`src/rtl/pipe_pkg.sv`:
```
// Shared types and constants for the elastic pipeline stage (pipe_stage_hs).
package pipe_pkg;

  typedef enum logic [1:0] {
    ST_EMPTY = 2'd0,
    ST_BUSY  = 2'd1,
    ST_FULL  = 2'd2
  } state_e;

  localparam int unsigned DEFAULT_DATA_W = 64;
  localparam int unsigned DEFAULT_CNT_W  = 16;

  localparam int unsigned NPC_LSB   = 32;
  localparam int unsigned INSTR_LSB = 0;

  // Build an IF/ID payload from its next-PC and instruction fields.
  function automatic logic [63:0] ifid_pack(input logic [31:0] npc, input logic [31:0] instr);
    return (64'(npc) << NPC_LSB) | (64'(instr) << INSTR_LSB);
  endfunction

endpackage

```
`src/rtl/pipe_stage_hs_sat_counter.sv`:
```
// Saturating up-counter with synchronous clear; holds at all-ones.
module sat_counter #(
  parameter int unsigned CNT_W = 16
) (
  input  logic             clk,
  input  logic             reset,
  input  logic             inc_i,
  input  logic             clear_i,
  output logic [CNT_W-1:0] cnt_o
);

  logic [CNT_W-1:0] cnt_q, cnt_d;

  always_comb begin
    cnt_d = cnt_q;
    if (clear_i) begin
      cnt_d = '0;
    end else if (inc_i && (cnt_q != {CNT_W{1'b1}})) begin
      cnt_d = cnt_q + CNT_W'(1);
    end
  end

  always_ff @(posedge clk or posedge reset) begin
    if (reset) cnt_q <= '0;
    else       cnt_q <= cnt_d;
  end

  assign cnt_o = cnt_q;

endmodule

```
`src/rtl/pipe_stage_hs.sv`:
```
// Elastic pipeline register with valid/ready handshake, two-entry skid buffer and flush.
// Optional stall/flush statistics counters are enabled by defining PIPE_STAGE_STATS_EN.
module pipe_stage_hs
  import pipe_pkg::*;
#(
  parameter int unsigned           DATA_W     = DEFAULT_DATA_W,
  parameter logic [DATA_W-1:0]     RESET_DATA = '0,
  parameter int unsigned           CNT_W      = DEFAULT_CNT_W
) (
  input  logic              clk,
  input  logic              reset,
  input  logic              flush,
  input  logic              in_valid,
  output logic              in_ready,
  input  logic [DATA_W-1:0] in_data,
  output logic              out_valid,
  input  logic              out_ready,
  output logic [DATA_W-1:0] out_data,
  output logic [CNT_W-1:0]  stall_cnt,
  output logic [CNT_W-1:0]  flush_cnt
);

  state_e            state_q, state_d;
  logic [DATA_W-1:0] main_q, main_d;
  logic [DATA_W-1:0] skid_q, skid_d;
  logic              in_fire, out_fire;

  assign in_fire  = in_valid & in_ready;
  assign out_fire = out_valid & out_ready;

  always_ff @(posedge clk or posedge reset) begin
    if (reset) begin
      state_q <= ST_EMPTY;
      main_q  <= RESET_DATA;
      skid_q  <= RESET_DATA;
    end else begin
      state_q <= state_d;
      main_q  <= main_d;
      skid_q  <= skid_d;
    end
  end

  // Next state and storage; flush overrides any transfer in the same cycle.
  always_comb begin
    state_d = state_q;
    main_d  = main_q;
    skid_d  = skid_q;
    if (flush) begin
      state_d = ST_EMPTY;
      main_d  = RESET_DATA;
      skid_d  = RESET_DATA;
    end else begin
      case (state_q)
        ST_EMPTY: begin
          if (in_fire) begin
            main_d  = in_data;
            state_d = ST_BUSY;
          end
        end
        ST_BUSY: begin
          case ({in_fire, out_fire})
            2'b11:   main_d = in_data;
            2'b10: begin
              skid_d  = in_data;
              state_d = ST_FULL;
            end
            2'b01:   state_d = ST_EMPTY;
            default: state_d = ST_BUSY;
          endcase
        end
        ST_FULL: begin
          if (out_fire) begin
            main_d  = skid_q;
            state_d = ST_BUSY;
          end
        end
        default: state_d = ST_EMPTY;
      endcase
    end
  end

  // Handshake flags decode the state register only.
  always_comb begin
    out_valid = 1'b0;
    in_ready  = 1'b1;
    if (state_q == ST_BUSY) begin
      out_valid = 1'b1;
    end else if (state_q == ST_FULL) begin
      out_valid = 1'b1;
      in_ready  = 1'b0;
    end
  end

  assign out_data = main_q;

`ifdef PIPE_STAGE_STATS_EN
  logic stall_inc, flush_inc;

  assign stall_inc = out_valid & ~out_ready & ~flush;
  assign flush_inc = flush & (state_q != ST_EMPTY);

  sat_counter #(.CNT_W(CNT_W)) u_stall_cnt (
    .clk     (clk),
    .reset   (reset),
    .inc_i   (stall_inc),
    .clear_i (1'b0),
    .cnt_o   (stall_cnt)
  );

  sat_counter #(.CNT_W(CNT_W)) u_flush_cnt (
    .clk     (clk),
    .reset   (reset),
    .inc_i   (flush_inc),
    .clear_i (1'b0),
    .cnt_o   (flush_cnt)
  );
`else
  assign stall_cnt = '0;
  assign flush_cnt = '0;
`endif

endmodule

```
`config.mk`:
```
export PLATFORM = sky130hd
export DESIGN_NAME = pipe_stage_hs
export DESIGN_NICKNAME = d
export VERILOG_FILES = /design/src/rtl/pipe_pkg.sv /design/src/rtl/pipe_stage_hs_sat_counter.sv /design/src/rtl/pipe_stage_hs.sv
export SDC_FILE = /design/constraint.sdc
export NUM_CORES = 1
export LEC_CHECK = 0
export CAP_MARGIN = 20
export CORE_ASPECT_RATIO = 1.2
export CORE_MARGIN = 1.5
export CORE_UTILIZATION = 49
export CTS_CLUSTER_DIAMETER = 150
export DETAILED_ROUTE_END_ITERATION = 7
export PLACE_DENSITY = 0.8
export SYNTH_ARGS = -nofsm -noshare
export SYNTH_HDL_FRONTEND = slang
export SYNTH_SLANG_ARGS = --single-unit
```
`constraint.sdc`:
```
create_clock -name clk -period 4.38 [get_ports clk]
set_clock_uncertainty 0.05 [all_clocks]
set_input_delay 0.438 -clock clk [delete_from_list [all_inputs] [get_ports clk]]
set_output_delay 0.438 -clock clk [all_outputs]
set_load 0.05 [all_outputs]
```
==> results.py, run 1 <==
metrics = {
    "global_routing": {
        "grt_antenna_before_repair": 0,
        "grt_pass1_wl_um": 24210,
        "use_met1": 0.2860,
        "grt_max_degree": 80,
        "grt_use_total": 0.2265,
        "grt.busiest_layer": "met2",
        "use_met2": 0.3768,
        "overflow": 0,
        "use_met3": 0.06590,
        "grt_pass1_vias": 4894,
    },
    "final_layout": {
        "drive_above_1_share": 0.07849,
        "antenna_cells": 0,
        "finalNetCount": 751,
        "mostFrequentLayoutCell": "clkdlybuf4s50_1",
        "area_delta_synth_final_pct": 30.11,
        "layout_common_cells": "clkdlybuf4s50_1 (133), dfrtp_1 (130), mux2i_1 (65), nor2_1 (65)",
    },
    "pwr": {
        "ir_drop_v": 0.0005603,
        "leakage_nw": 3.838,
        "total_power_mw": 5.443,
        "power_density_nw_per_um2": 644.1,
    },
    "sta": {
        "drv_slew": 0,
        "period_minus_slack_ns": 2.712,
        "fmax_mhz": 368.7,
        "fin_crit_sh": 0.6192,
        "rsz0062_at_grt": "false",
        "final_hold_viol_count": 0,
        "max_slew_margin": 0.4746,
        "hold-worst-slack_ns": 0.2841,
        "tns_ns": 0,
        "finalSetupViolCount": 0,
        "worst_slew_pin_slew_ns": 0.7881,
    },
    "setup_path": {
        "cp.required_ns": 4.62,
        "cp-startpoint": "state_q[1]",
        "critPathLaunchType": "register",
        "r2r_slack_ns": 1.67,
        "crit_type": "register to register",
        "cp.arrival_ns": 2.95,
        "r2r_cells": 10,
        "critPathMaxFanout": 33,
        "reg2reg_from": "state_q[1]",
        "endpoint_kind": "register",
    },
    "drt": {
        "vias_per_cell": 5.418,
        "first_iter_violations": 264,
        "drc": 0,
        "dr.pass1.iters": 4,
        "finalWirelength_um": 14750,
        "wire_per_inst_um": 17.31,
        "ant_nets": 0,
        "vias": 4616,
    },
    "synthesis": {
        "synth_xor_area_frac": 0,
        "syn_inst": 554,
        "synth_top_family_by_area": "multiplexers",
        "synth-seq-cells": 130,
        "yosys.area_share.adder": 0.01348,
        "synth_mux_area_frac": 0.2129,
        "synthSimpleGateAreaFrac": 0.1079,
        "syn_area_per_cell_um2": 11.72,
        "synthDistinctLibCells": 26,
        "synth_top_cell_area_share": 0.5009,
        "synth_area_leaders": "dfrtp_1 (50%), mux2_1 (10%), mux2i_1 (10%)",
        "ys_seq_area_frac": 0.5009,
        "yosysWarningCount": 0,
        "synth_compound_area_frac": 0.09362,
        "synth_area_um2": 6495,
        "synth_largest_area_cell": "dfrtp_1",
    },
    "clocking": {
        "cts.htree.levels": 4,
        "cts_sinks": 130,
        "cts.clk_slew.worst_paths_ns": 0.06,
        "clkLatencyLatePin_ns": 0.42,
        "post-cts-setup-buffers": 0,
        "cts_buffers": 17,
        "root_buffer": "clkbuf_16",
        "cts_resized": 0,
        "clk_path_buf_depth": 2,
        "tritoncts": "done",
        "hold_buffers": 0,
    },
    "place": {
        "finalWeightedCongestion": 0.7506,
        "hpwl_um": 9194,
        "port-buffer-count": 134,
    },
    "floorplanning": {
        "io_pins": 167,
        "fp.dieH_um": 129.1,
        "start_util": 0.5082,
        "dieArea_um2": 13960,
        "rows": 45,
        "coreArea_um2": 12780,
        "die_w_um": 108.1,
    },
    "worst_hold_path": {
        "worst_hold_path_type": "input port to async pin",
    },
    "flow_run": {
        "max-cap-violations": 0,
    },
    "outcome": {
        "status": "finished clean",
    },
}
## critical path: stages (launching register included)
cell       delay [ns]
dfrtp_1          0.46
inv_1            0.11
ha_1             0.33
nand2_1          0.11
inv_1            0.05
ha_1             0.19
nand2b_1         0.18
o2111ai_4        0.25
buf_12           0.25
buf_12           0.23
mux2_1           0.36
## logic make-up after synthesis
| kind of cell | Yosys count |
|---|---|
| adders and majority gates | 7 |
| DFF | 130 |
| muxes | 130 |
| buffers and inverters | 78 |
| other | 1 |
| AOI/OAI and AO/OA | 69 |
| and+or+nand+nor | 139 |
## path summary, 6_finish.rpt
path                                      to
worst max-delay path            out_data[39]
worst max register to register  out_data[39]
worst min-delay path            out_data[21]
min in group clk                  skid_q[48]
max in group asynchronous         skid_q[25]
worst min register to register    skid_q[48]
## power by group
group | switching, mW | total, mW | internal (mW)
registers | 0.174 | 1.67 | 1.50
clock network | 0.508 | 1.36 | 0.851
logic | 1.49 | 2.41 | 0.928
total | 2.17 | 5.44 | 3.28
## synth_stat cells
library cell / number
buf_4: 38
nor2_1: 65
inv_1: 6
mux2i_1: 65
nand2_1: 3
nor2_2: 1
or2_2: 1
nor3_1: 1
conb_1: 1
nand2b_1: 2
ha_1: 7
clkbuf_1: 11
nor2b_1: 64
mux2_1: 60
nor2b_2: 1
dfrtp_1: 130
buf_2: 19
or3_1: 1
o2111ai_2: 1
o211a_1: 1
mux2_2: 5
a211oi_1: 1
a21bo_2: 1
a21oi_1: 1
buf_1: 4
a22o_1: 64
## routing by layer
metal	vias to the layer above	wire [um]
met1	2347	6275
met2	153	7507
met4	0	187
li1	2099	-
met3	17	778
met5	-	0
## per-stage QoR
stage | instances | worst slack, ns | util | area, um2
CTS | 851 | 1.654 | 0.6590 | 8423
finish | 852 | 1.668 | 0.6612 | 8451
detailed placement | 819 | 1.591 | 0.6139 | 7846
floorplan | 585 | 0.4227 | - | 6611
global route | 852 | 1.500 | 0.6612 | 8451
global placement | 818 | 1.305 | 0.6123 | 7826
## state kept, by name, indices dropped and copies added, names as in the netlist
register / flops
out_data: 64
skid_q: 64
state_q: 2
## layout make-up
| type | count | area (um2) |
|---|---|---|
| Fill cell | 994 | 4330 |
| Sequential cell | 130 | 3253 |
| Clock buffer | 23 | 498.0 |
| Timing Repair Buffer | 143 | 1451 |
| Multi-Input combinational cell | 377 | 2939 |
| Inverter | 6 | 25.02 |
| Tap cell | 164 | 205.2 |
| Clock inverter | 9 | 78.83 |
(Power assumes the default switching activity.)
==> run 2: changes to the inputs <==
CORE_UTILIZATION = 45   (was 49)
PLACE_DENSITY = 0.77   (was 0.8)
clock period = 2.45 ns   (was 4.38 ns; I/O delays follow)
==> run 2 against run 1 <==
  * Non-clock buffer count grew 8
  * Critical path type unchanged
  * Sequential power grew 78%
  * Flip-flop and latch count is the same
  * Hold slack gained 0.032 ns
  * Highest routed layer unchanged
  * Cell count grew 1.6%
  * Count of clock-buffer cells in the layout shrank 2
  * Critical path depth shrank 1
  * Fmax grew 17%
  * Critical endpoint is now out_data[26]
==> results.py, run 2 (same netlist as run 1, synthesis figures left out) <==
metrics = {
    "drt": {
        "wire_per_inst_um": 17.13,
        "ant_nets": 0,
        "first_iter_violations": 172,
        "dr.pass1.iters": 4,
        "vias_per_cell": 5.277,
        "finalWirelength_um": 14840,
        "drc": 0,
        "vias": 4570,
    },
    "pwr": {
        "total_power_mw": 9.990,
        "p_sw_frac": 0.3902,
        "power_density_nw_per_um2": 1163,
        "p_comb_frac": 0.446,
        "pwr-share-seq": 0.297,
        "clock_power_share": 0.257,
        "power.internal_mw": 6.092,
        "leakage_nw": 3.892,
        "ir_drop_v": 0.0006223,
        "p_sw_mw": 3.898,
    },
    "clocking": {
        "tritoncts": "done",
        "clk_path_buf_depth": 2,
        "clkLatencyLatePin_ns": 0.41,
        "hold_buffers": 0,
        "cts_sinks": 130,
        "cts.clk_slew.worst_paths_ns": 0.05,
        "cts.htree.levels": 4,
        "root_buffer": "clkbuf_16",
        "cts_buffers": 17,
    },
    "global_routing": {
        "grt_pass1_vias": 4800,
        "overflow": 0,
        "grt_use_total": 0.1982,
        "grt_pass1_wl_um": 23600,
        "grt_antenna_before_repair": 0,
        "grt_max_degree": 131,
    },
    "final_layout": {
        "area_delta_synth_final_pct": 32.21,
        "antenna_cells": 0,
        "layout_common_cells": "clkdlybuf4s50_1 (131), dfrtp_1 (129), mux2i_1 (65), nor2_1 (65)",
        "mostFrequentLayoutCell": "clkdlybuf4s50_1",
        "finalNetCount": 759,
        "post-route-util": 0.6161,
        "n_fill_cell": 1104,
        "drive_above_1_share": 0.09065,
        "fin_area_um2": 8587,
    },
    "sta": {
        "final_hold_viol_count": 0,
        "rsz0062_at_grt": "false",
        "finalSetupViolCount": 0,
        "tns_ns": 0,
        "fmax_mhz": 430.9,
        "fin_crit_sh": 0.9473,
        "drv_slew": 0,
        "period_minus_slack_ns": 2.321,
        "worst_slew_pin_slew_ns": 0.7630,
        "max_slew_margin": 0.4913,
    },
    "setup_path": {
        "endpoint_kind": "register",
        "r2r_slack_ns": 0.13,
        "reg2reg_from": "state_q[1]",
        "critPathLaunchType": "register",
        "crit_type": "register to register",
        "r2r_cells": 9,
        "reg2reg_to": "out_data[26]",
        "cp.arrival_ns": 2.56,
        "critPathMaxFanout": 16,
        "cp.required_ns": 2.69,
    },
    "floorplanning": {
        "fp.dieH_um": 134.6,
        "rows": 47,
        "start_util": 0.4660,
        "coreArea_um2": 13940,
        "io_pins": 167,
        "die_w_um": 112.7,
        "dieArea_um2": 15170,
    },
    "outcome": {
        "status": "finished clean",
    },
    "place": {
        "placed_cell_area_um2": 7956,
        "port-buffer-count": 134,
        "finalWeightedCongestion": 0.8312,
        "hpwl_um": 9581,
    },
    "worst_hold_path": {
        "worst_hold_path_type": "input port to async pin",
    },
    "flow_run": {
        "max-cap-violations": 0,
    },
}
==> run 2: worst max-delay path by stage <==
stage	from	slack, ns	cells after the start	endpoint
2_1_floorplan	state_q[1]	0.11	9	out_data[0]
3_3_place_gp	state_q[1]	0.20	9	out_data[46]
3_5_place_dp	state_q[1]	0.11	9	out_data[44]
4_1_cts	state_q[0]	0.02	5	in_ready
5_1_grt	state_q[1]	0.01	9	out_data[26]
6_report	state_q[1]	0.13	9	out_data[26]
==> run 2: critical path, cell delays in order (launching register included) <==
cell       delay [ns]
dfrtp_2          0.45
inv_1            0.09
ha_2             0.29
nand2_1          0.09
inv_1            0.05
ha_1             0.19
nand2b_1         0.18
o2111ai_4        0.19
clkbuf_16        0.27
mux2_1           0.34
==> run 2: stage by stage <==
stage,hold slack [ns],cells,worst slack (ns)
global route,0.3848,866,0.01212
floorplan,0.3276,585,0.1083
finish,0.3163,866,0.1291
CTS,0.3675,865,0.02489
global placement,0.4381,834,0.2044
detailed placement,0.4409,834,0.1088
==> run 2: what timing repair did <==
item	in CTS	in global routing
resized for setup	1	2
endpoints found under the setup margin	1	17
cloned	0	1
buffers inserted	0	0
hold endpoints to repair	0	0
pin swaps	0	0
==> run 2: area by class of cell <==
class | count | area (um2) | share of cell area
flip-flops and latches | 130 | 3254 | 0.3790
clock buffers | 21 | 470.5 | 0.05479
well taps | 171 | 214.0 | 0.02492
inverters | 6 | 26.28 | 0.003060
clock inverters | 10 | 132.6 | 0.01545
repair buffers | 151 | 1548 | 0.1802
multi-input cells | 377 | 2942 | 0.3426
==> run 2: metal layers <==
layer / global-route usage / part of all wire
met5: 0 / 0
met4: 0.08439 / 0.018
met3: 0.04982 / 0.047
met2: 0.3401 / 0.51
met1: 0.2372 / 0.42
==> run 2: power by group through the flow <==
| stage | Sequential, mW | Combinational (mW) | Clock (mW) |
|---|---|---|---|
| 5_1_grt | 3.03 | 4.70 | 2.71 |
| 2_1_floorplan | 4.26 | 1.75 | 0 |
| 4_1_cts | 2.97 | 4.41 | 2.63 |
| 6_report | 2.97 | 4.46 | 2.56 |
| 3_5_place_dp | 2.99 | 4.41 | 0 |
| 3_3_place_gp | 2.98 | 4.31 | 0 |
==> run 3: changes to the inputs <==
CORE_UTILIZATION = 49   (was 45)
PLACE_DENSITY = 0.8   (was 0.77)
clock period = 2.55 ns   (was 2.45 ns; I/O delays follow)
==> run 3 against run 2 <==
  * Via count grew 0.20%
  * Wire length fell by 1.9%
  * Combinational power shrank 4.7%
  * Sequential power decreased by 4%
  * First-iteration DRC count up 4.1%
  * Flip-flop and latch count unchanged
  * Setup slack gained 0.061 ns
  * Critical path depth fell by 5
  * Clock power shrank 5%
  * Die area shrank 8.0%
  * Cell count decreased by 0.81%
  * Register-to-register slack better by 0.11 ns
  * Critical endpoint is now in_ready
  * Largest power group unchanged
==> results.py, run 3 (same netlist as run 1, synthesis figures left out) <==
metrics = {
    "outcome": {
        "status": "finished clean",
    },
    "setup_path": {
        "reg2reg_to": "out_data[53]",
        "critPathLaunchType": "register",
        "critPathSlowestCell": "clkdlybuf4s50_1",
        "cp.arrival_ns": 2.05,
        "reg2reg_from": "state_q[1]",
        "crit_type": "register to primary output",
        "r2r_cells": 9,
        "critPathMaxFanout": 4,
        "r2r_slack_ns": 0.24,
        "cp-endpoint": "in_ready",
        "cp-startpoint": "state_q[0]",
        "cp.required_ns": 2.25,
        "cp_cell_sequence": "inv_1, ha_1, inv_1, clkdlybuf4s50_1",
        "endpoint_kind": "primary output",
        "max_stage_delay_ns": 0.79,
        "cp.depth": 4,
        "cp_num_buf_inv": 3,
        "cp_top_family": "buffers and inverters",
        "path_common_cell": "inv_1",
    },
    "sta": {
        "finalSetupViolCount": 0,
        "final_hold_viol_count": 0,
        "tns_ns": 0,
        "period_minus_slack_ns": 2.360,
        "fin_crit_sh": 0.9254,
        "rsz0062_at_grt": "false",
        "drv_slew": 0,
        "worst_slew_pin_slew_ns": 0.7271,
        "max_slew_margin": 0.5153,
        "fmax_mhz": 423.8,
    },
    "pwr": {
        "power_density_nw_per_um2": 1115,
        "p_sw_mw": 3.792,
        "ir_drop_v": 0.0006569,
        "power.internal_mw": 5.742,
        "clock_power_share": 0.254,
        "pwr-share-seq": 0.300,
        "p_sw_frac": 0.3978,
        "leakage_nw": 3.888,
        "total_power_mw": 9.534,
        "p_comb_frac": 0.446,
    },
    "final_layout": {
        "mostFrequentLayoutCell": "clkdlybuf4s50_1",
        "finalNetCount": 758,
        "fin_area_um2": 8549,
        "area_delta_synth_final_pct": 31.63,
        "post-route-util": 0.6689,
        "drive_above_1_share": 0.08777,
        "final_cells": 859,
        "layout_common_cells": "clkdlybuf4s50_1 (132), dfrtp_1 (130), mux2i_1 (65), nor2_1 (65)",
        "antenna_cells": 0,
        "n_fill_cell": 997,
        "seq_area_um2": 3253,
        "multi_input_area_um2": 2939,
    },
    "floorplanning": {
        "start_util": 0.5082,
        "die_w_um": 108.1,
        "fp.dieH_um": 129.1,
        "dieArea_um2": 13960,
        "io_pins": 167,
        "coreArea_um2": 12780,
        "rows": 45,
    },
    "clocking": {
        "clkLatencyLatePin_ns": 0.42,
        "cts_sinks": 130,
        "root_buffer": "clkbuf_16",
        "cts.clk_slew.worst_paths_ns": 0.06,
        "clk_path_buf_depth": 2,
        "tritoncts": "done",
        "cts.htree.levels": 4,
        "cts_buffers": 17,
    },
    "place": {
        "placed_cell_area_um2": 7943,
        "hpwl_um": 9418,
        "port-buffer-count": 134,
        "dp_cells": 825,
        "finalWeightedCongestion": 0.7790,
    },
    "drt": {
        "vias_per_cell": 5.331,
        "finalWirelength_um": 14560,
        "vias": 4579,
        "first_iter_violations": 179,
        "wire_per_inst_um": 16.95,
        "dr.pass1.iters": 4,
        "drc": 0,
        "ant_nets": 0,
    },
    "global_routing": {
        "grt_pass1_vias": 4780,
        "use_met1": 0.2720,
        "grt_pass1_wl_um": 24010,
        "use_met2": 0.3757,
        "grt_use_total": 0.2219,
        "grt.busiest_layer": "met2",
        "use_met3": 0.06036,
        "grt_antenna_before_repair": 0,
        "grt_max_degree": 131,
        "overflow": 0,
    },
    "worst_hold_path": {
        "worst_hold_path_type": "input port to async pin",
    },
    "flow_run": {
        "max-cap-violations": 0,
    },
}
## run 3: layer usage
layer	vias to the layer above	share of wire	wire (um)
met5	-	0	0
met4	0	0.020	292
met3	28	0.055	795
met2	155	0.49	7200
met1	2289	0.43	6272
li1	2107	-	-
## run 3: worst min-delay path by stage
stage / start / cells after the start / slack [ns] / endpoint
after global placement: skid_q[31] / 1 / 0.44 / skid_q[31]
after floorplan: in_data[0] / 1 / 0.34 / skid_q[0]
after CTS: reset / 3 / 0.39 / skid_q[37]
after global routing: in_data[1] / 2 / 0.41 / skid_q[1]
after detailed placement: skid_q[46] / 1 / 0.44 / skid_q[46]
final: reset / 3 / 0.30 / skid_q[37]
## run 3: area by class of cell
type | instances | share of cell area
flip-flops and latches | 130 | 0.3805
multi-input cells | 377 | 0.3438
repair buffers | 150 | 0.1797
clock buffers | 20 | 0.05342
well taps | 164 | 0.02400
clock inverters | 12 | 0.01551
inverters | 6 | 0.003073
## run 3: metrics by stage
| step | setup slack [ns] | hold WS [ns] |
|---|---|---|
| final | 0.1902 | 0.3031 |
| after global routing | 0.1106 | 0.4137 |
| after CTS | 0.04305 | 0.3885 |
| after detailed placement | 0.05344 | 0.4409 |
| after global placement | 0.1930 | 0.4371 |
| after floorplan | 0.09264 | 0.3376 |
## run 3: worst min-delay path: stages
cell,delay [ns]
clkdlybuf4s50_1,0.44
clkinvlp_4,0.10
buf_12,0.46
## run 3: power by group through the flow
stage | combinational, mW | sequential (mW) | clock, mW
after global routing | 4.48 | 2.93 | 2.54
after CTS | 4.26 | 2.86 | 2.44
after detailed placement | 4.24 | 2.88 | 0
after global placement | 4.16 | 2.88 | 0
final | 4.25 | 2.86 | 2.42
after floorplan | 1.68 | 4.09 | 0
## run 3: what timing repair did
action / 4_1_cts / 5_1_grt
resized for setup: 0 / 1
endpoints found under the setup margin: 0 / 56
endpoints found under the hold margin: 0 / 0
setup buffers: 0 / 2
hold buffers: 0 / 0
